## config.mk

```make
export PLATFORM = sky130hd
export DESIGN_NAME = pc_sequencer
export DESIGN_NICKNAME = d
export VERILOG_FILES = /design/src/rtl/pc_sequencer.sv
export SDC_FILE = /design/constraint.sdc
export NUM_CORES = 1
export LEC_CHECK = 0
export CAP_MARGIN = 20
export CORE_MARGIN = 1.5
export CORE_UTILIZATION = 31
export DETAILED_ROUTE_END_ITERATION = 8
export GPL_TIMING_DRIVEN = 0
export PLACE_DENSITY_LB_ADDON = 0.08
export SLEW_MARGIN = 40
export SYNTH_ARGS = -nofsm -noshare
export SYNTH_HDL_FRONTEND = slang
export SYNTH_SLANG_ARGS = --single-unit
```

## constraint.sdc

```tcl
create_clock -name clock -period 4.34 [get_ports clock]
set_input_delay 0.434 -clock clock [delete_from_list [all_inputs] [get_ports clock]]
set_output_delay 0.434 -clock clock [all_outputs]
set_load 0.02 [all_outputs]
```

## src/rtl/pc_sequencer.sv

```systemverilog
// pc_sequencer: multicycle PC/fetch sequencer for the RV32 core.
// Owns the PC, walks fetch -> execute -> PC update against instruction
// memory, redirects to the trap vector on misaligned targets or ecall,
// and counts retired instructions.
//
// state     | meaning
// ----------+-----------------------------------------------------------
// S_FETCH   | imem_req high at pc; waits for imem_ready, pulses inst_valid
// S_EXECUTE | waits for retire, then resolves the next PC or a trap
// S_TRAP    | one cycle: records mepc/trap_cause, loads TRAP_VECTOR
module pc_sequencer #(
    parameter logic [31:0] RESET_VECTOR = 32'h0040_0000,
    parameter logic [31:0] TRAP_VECTOR  = 32'h0000_0010
) (
    input  logic        clock,
    input  logic        reset,
    input  logic [1:0]  next_pc_select,
    input  logic [31:0] immediate,
    input  logic [31:0] jalr_target,
    input  logic        retire,
    input  logic        imem_ready,
    output logic        imem_req,
    output logic [31:0] imem_addr,
    output logic        inst_valid,
    output logic [31:0] pc,
    output logic [31:0] pc_plus_4,
    output logic        trap_taken,
    output logic [3:0]  trap_cause,
    output logic [31:0] mepc,
    output logic [63:0] instret
);

    typedef enum logic [1:0] {
        S_FETCH   = 2'd0,
        S_EXECUTE = 2'd1,
        S_TRAP    = 2'd2
    } state_t;

    localparam logic [3:0] CAUSE_MISALIGNED = 4'd0;
    localparam logic [3:0] CAUSE_ECALL_M    = 4'd11;

    state_t      state_q, state_d;
    logic [31:0] pc_q, pc_d;
    logic [31:0] mepc_q, mepc_d;
    logic [3:0]  trap_cause_q, trap_cause_d;
    logic [3:0]  pend_cause_q, pend_cause_d;
    logic [63:0] instret_q, instret_d;
    logic [31:0] target;

    // Candidate next PC from the control-transfer select; adds wrap mod 2^32.
    always_comb begin
        target = pc_q + 32'd4;
        case (next_pc_select)
            2'b00:   target = pc_q + 32'd4;
            2'b01:   target = pc_q + immediate;
            2'b10:   target = jalr_target & 32'hFFFF_FFFE;
            default: target = pc_q + 32'd4;
        endcase
    end

    // Next-state and register updates for the fetch/execute/trap loop.
    always_comb begin
        state_d      = state_q;
        pc_d         = pc_q;
        mepc_d       = mepc_q;
        trap_cause_d = trap_cause_q;
        pend_cause_d = pend_cause_q;
        instret_d    = instret_q;
        case (state_q)
            S_FETCH: begin
                if (imem_ready) begin
                    state_d = S_EXECUTE;
                end
            end
            S_EXECUTE: begin
                if (retire) begin
                    if (next_pc_select == 2'b11) begin
                        pend_cause_d = CAUSE_ECALL_M;
                        state_d      = S_TRAP;
                    end else if (target[1:0] != 2'b00) begin
                        pend_cause_d = CAUSE_MISALIGNED;
                        state_d      = S_TRAP;
                    end else begin
                        pc_d      = target;
                        instret_d = instret_q + 64'd1;
                        state_d   = S_FETCH;
                    end
                end
            end
            S_TRAP: begin
                // pc still holds the faulting instruction here
                mepc_d       = pc_q;
                trap_cause_d = pend_cause_q;
                pc_d         = TRAP_VECTOR;
                state_d      = S_FETCH;
            end
            default: begin
                state_d = S_FETCH;
            end
        endcase
    end

    // State register with synchronous reset; reset aborts any instruction in flight.
    always_ff @(posedge clock) begin
        if (reset) begin
            state_q      <= S_FETCH;
            pc_q         <= RESET_VECTOR;
            mepc_q       <= 32'd0;
            trap_cause_q <= 4'd0;
            pend_cause_q <= 4'd0;
            instret_q    <= 64'd0;
        end else begin
            state_q      <= state_d;
            pc_q         <= pc_d;
            mepc_q       <= mepc_d;
            trap_cause_q <= trap_cause_d;
            pend_cause_q <= pend_cause_d;
            instret_q    <= instret_d;
        end
    end

    // Handshake pulses are gated by reset so nothing escapes while it is held.
    always_comb begin
        imem_req   = !reset && (state_q == S_FETCH);
        inst_valid = !reset && (state_q == S_FETCH) && imem_ready;
        trap_taken = !reset && (state_q == S_TRAP);
    end

    assign imem_addr  = pc_q;
    assign pc         = pc_q;
    assign pc_plus_4  = pc_q + 32'd4;
    assign trap_cause = trap_cause_q;
    assign mepc       = mepc_q;
    assign instret    = instret_q;

endmodule

```

== After elaboration in Yosys (flattened, before gate mapping) ==
Cells that the tools add are included.

* Input bits: 70
* Register bits: 138
* Output and inout port bits: 199
* Logic and storage cells: 44

* Mux-type cells: 12
* Bitwise gates (word level): 2
* Reduce and logical (&&, ||, !) cells: 12
* Equal/unequal tests: 9
* $add $sub $neg: 3

{| class="wikitable"
|+ Operator list
! kind !! number
|-
| case mux 32 bit (2 select lines) || 2
|-
| 2-to-1 mux 32 bit || 3
|-
| adder 64 x 1 -> 64 bit, second input constant || 1
|-
| adder 32 x 3 -> 32 bit, second input constant || 1
|-
| adder 32 bit || 1
|-
| 2-to-1 mux 2 bit || 4
|-
| 2-to-1 mux 4 bit || 2
|-
| != test 2 bit, second input constant || 4
|-
| AND reduction 4 bit || 2
|-
| equality test 2 bit, second input constant || 3
|-
| nonzero test 2 bit || 3
|-
| equality test 2 x 1 -> 1 bit, second input constant || 2
|-
| case mux 2 bit (2 select lines) || 1
|-
| logical AND 1 bit || 3
|-
| AND reduction 3 bit || 1
|-
| logical NOT 2 bit || 1
|-
| NOT 1 bit || 2
|-
| AND reduction 2 bit || 1
|-
| logical NOT 1 bit || 1
|}

== Logic depth before layout (Yosys ltp) ==
* Depth after elaboration: 7
* Mapped depth: 14
* Mapped depth without buffers: 12

== Worst setup path after synthesis ==
OpenSTA, ideal clock, no wires.

* Kind: reg-to-reg
* Start point: register pc_q[0] (netlist: imem_addr[0])
* End point: register instret_q[61] (netlist: instret[61])
* Period minus slack after synthesis: 3.664 ns
* Data required time: 4.270 ns
* Slack: 0.676 ns
* Library setup time: 0.070 ns
* Data arrival time: 3.594 ns
* Cell stages (with the launch flop): 14
* Buffers on the path: 2
* Cell sequence: dfxtp_1 ha_1 inv_1 fa_1 nand2b_1 a221o_1 a21o_1 or2_0 buf_2 or4_4 or3_4 buf_6 or3_1 a21oi_1

* Cells in the longest elaborated chain, start to end: 5
* Elaborated cells on any way between the ends: 6
* Classes of those cells: add/sub: 2; mux: 1; bitwise: 1; reduce/logical: 2

{| class="wikitable"
|+ Ends and longest elaborated chain
! item !! RTL line !! text
|-
| start, declared || 43 || <nowiki>logic [31:0] pc_q, pc_d;</nowiki>
|-
| start signal, assigned || 114 || <nowiki>pc_q <= pc_d;</nowiki>
|-
| adder 32 x 3 -> 32 bit or adder 32 bit (tied branches) || 54, 57, 55 ||
|-
| case mux 32 bit (2 select lines) * || 53 || <nowiki>case (next_pc_select)</nowiki>
|-
| nonzero test 2 bit * || 80 || <nowiki>end else if (target[1:0] != 2'b00) begin</nowiki>
|-
| NOT 1 bit (no line) * || - ||
|-
| AND reduction 4 bit (no line) * || - ||
|-
| end signal, assigned || 118 || <nowiki>instret_q <= instret_d;</nowiki>
|-
| end, declared || 47 || <nowiki>logic [63:0] instret_q, instret_d;</nowiki>
|}

Mark *: on every way between the ends. The rest lies on a longest branch, timed or not.
A chain may end at the register's enable or synchronous reset.

== Final worst setup path ==
* Start point: register pc_q[2] (netlist: imem_addr[2])
* End point: output port pc_plus_4[28]

* Cells in the longest elaborated chain, start to end: 1

{| class="wikitable"
|+ Ends and longest elaborated chain
! item !! RTL line !! text
|-
| adder 32 x 3 -> 32 bit || 131 || <nowiki>assign pc_plus_4 = pc_q + 32'd4;</nowiki>
|-
| end, declared || 26 || <nowiki>output logic [31:0] pc_plus_4,</nowiki>
|}

Every way passes these cells.

==> impl_metrics.yaml <==
logic_synthesis:
  yosys.area_share.adder: 0.0568
  netlist_area_um2: 8280
  synth_top_area_frac: 0.319
  yosysWarningCount: 0
  synth_top_family_by_area: "simple AND/OR/NAND/NOR gates"
  synth_seq_cells: 132
  seq_area_frac_synth: 0.319
  syn_nets: 1192
  synth_simple_gate_area_share: 0.243
  synth.distinct_cells: 65
  synth_enable_flop_cells: 0
  synth_compound_area_frac: 0.194
  synth_xor_area_frac: 0.109
  ys.flop_type: "dfxtp_1"
  yosysTopAreaCell: "dfxtp_1"
  synth_mux_area_frac: 0.00363
  syn_inst: 1085
  synth_area_per_cell_um2: 7.63
  synth_async_sr_flop_share: 0
  yosys-top-cells-area: "dfxtp_1 (32%), nand2_1 (7.1%), xor2_1 (5.5%), ha_1 (5.4%), xnor2_1 (5.4%)"
clock_network:
  clk_latency_ns: 0.44
  path_clk_slew_ns: 0.06
  hold_buffers: 0
  cts_sinks: 132
  cts_buffer_depth: 2
  cts_made_buffers: 17
  cts_max_level: 4
  clockRootBuffer: "clkbuf_16"
  cts_tree: "built"
pwr:
  p_sw_mw: 0.986
  p_leak_nw: 4.44
  seq_power_share: 0.391
  internal-power_mw: 2.20
  p_clk_frac: 0.456
  switching_share: 0.309
  vdd.ir_drop.worst_mv: 0.222
  comb_power_share: 0.154
  power_density_nw_per_um2: 266
  power_mw: 3.19
sta:
  worst_slew_pin_slew_ns: 0.805
  slew_headroom: 0.463
  rsz0062_at_grt: "no"
  period_share: 0.943
  min_period_ns: 4.09
  finalSetupViolCount: 0
  hold_viol: 0
  fin_skew_ns: 0.0163
  fmax_ghz: 0.244
  finalMaxSlewViolations: 0
layout:
  area_growth_pct: 44.8
  final_common_cell: "clkdlybuf4s50_1"
  fin_cells: 1720
  layout_common_cells: "clkdlybuf4s50_1 (266), nand2_1 (157), dfxtp_1 (132)"
  drive_above_1_share: 0.0672
  fin_nets: 1478
  nFillCells: 2681
outcome:
  status: "complete, but fails checks"
  violations: "design-rule violations"
global_route:
  first_global_vias: 8305
  grt_pass1_wl_um: 49200
  grt_overflow: 0
  grt_max_degree: 17
  grt_util_all_layers: 0.231
  antenna_found_initial: 1
placed_design:
  numPortBuffers: 266
  place.gp.congestion: 0.970
  dp_hpwl_um: 24800
  dp_cells: 1687
floorplan:
  dieArea_um2: 27700
  row_count: 59
  start_util: 0.317
  core_area_um2: 26100
  die_x_um: 166
  die_y_um: 166
  ios: 269
setup_path:
  crit_required_ns: 3.91
  crit_fanout: 10
  cp-start-kind: "flop"
  crit_arrival_ns: 3.66
  r2r_cells: 12
  crit_path_end_kind: "output port"
  crit_type: "flop to output port"
detailed_routing:
  num_vias: 8800
  post_drt_wl_per_cell_um: 18.7
  routed_via_density: 5.12
  drtIter0Drc: 724
  ant_nets: 0
  dr.pass1.iters: 9
  drc_errors: 17
  drt-total-wl_um: 32200
hold_path:
  hp-class: "flop to flop"
  whs_path_depth: 2
run:
  drv_cap: 0
==> layer usage <==
layer,wire (µm),share of wire,up-vias,track usage
met5,0,0,-,0
met1,15200,0.47,4108,0.324
met2,14300,0.44,330,0.354
li1,-,-,4325,-
met4,578,0.018,0,0.0727
met3,2150,0.067,37,0.0468
==> path summary, 6_finish.rpt <==
path                              startpoint       endpoint  slack [ns]
worst min register to register       mepc[4]        mepc[4]        0.45
worst max-delay path            imem_addr[2]  pc_plus_4[28]        0.25
worst max register to register  imem_addr[0]    instret[62]        0.36
worst min-delay path                 mepc[4]        mepc[4]        0.45
==> power groups by stage <==
stage	registers [mW]	clock network, mW	logic [mW]
floorplan	1.28	0	0.256
global placement	1.27	0	0.485
detailed placement	1.27	0	0.485
CTS	1.25	1.49	0.488
global route	1.25	1.54	0.527
finish	1.25	1.45	0.491
==> repair_timing <==
action,CTS,global route
setup endpoints to repair,0,13
buffers inserted,0,0
resized for setup,0,4
endpoints found under the hold margin,0,0
==> registers in the layout, summed over array words and instances (netlist names) <==
signal        count
mepc             32
state_q           2
trap_cause        1
instret          64
pend_cause_q      1
imem_addr        32
==> area by class of cell <==
type / count / area, µm² / share of cell area
diodes: 1 / 2.50 / 0.000209
plain buffers: 96 / 512 / 0.0427
clock buffers: 17 / 425 / 0.0355
inverters: 28 / 105 / 0.00877
well taps: 335 / 419 / 0.0350
repair buffers: 267 / 2670 / 0.223
multi-input cells: 829 / 5050 / 0.422
clock inverters: 15 / 158 / 0.0132
flip-flops and latches: 132 / 2640 / 0.220
==> stage by stage <==
step	cell area (µm²)	hold WS (ns)	util	worst slack, ns	TNS [ns]
finish	12000	0.455	0.459	0.246	0
CTS	12000	0.454	0.458	0.0467	0
floorplan	8280	0.431	-	0.676	0
global placement	11400	0.443	0.435	-0.251	-2.33
detailed placement	11400	0.446	0.435	-0.257	-2.01
global route	12000	0.472	0.459	0.0679	0
==> synthesized netlist by cell type (all sizes together) (2+ instances only) <==
| master | instances |
|---|---|
| a2111oi | 2 |
| xor2 | 52 |
| o21bai | 8 |
| o21a | 7 |
| and4 | 6 |
| a31oi | 8 |
| a22o | 3 |
| ha | 36 |
| a221oi | 11 |
| or2 | 4 |
| nor3 | 18 |
| o21ai | 62 |
| nand2b | 7 |
| or3 | 15 |
| mux2i | 3 |
| clkbuf | 51 |
| nand3 | 44 |
| nor2b | 7 |
| nor3b | 2 |
| nor2 | 111 |
| nand4 | 22 |
| buf | 45 |
| a41o | 2 |
| nand3b | 2 |
| a211oi | 9 |
| a21oi | 86 |
| o22ai | 2 |
| o211ai | 6 |
| a22oi | 8 |
| nand2 | 157 |
| nor4 | 3 |
| o31ai | 5 |
| inv | 28 |
| a41oi | 2 |
| dfxtp | 132 |
| and3 | 22 |
| a221o | 5 |
| a21o | 17 |
| xnor2 | 51 |
| and2 | 5 |
| a311oi | 3 |
==> critical path: stages (launching register included) <==
cell and delay [ns]:
dfxtp_1 0.58, ha_1 0.26, and3_1 0.22, nor3b_2 0.60
nand3_2 0.35, nor3_1 0.31, xor2_1 0.24, clkdlybuf4s50_1 0.67
==> kinds of logic (layout without fill, tap and decap cells) <==
group,count (synthesis),after routing
AOI/OAI and AO/OA,255,255
adders and majority gates,37,37
muxes,3,3
DFF,132,132
xor gates and xnor gates,103,103
buffers and inverters,124,423
and+or+nand+nor,430,430
other,1,2
Power figures use the tool's default switching activity.
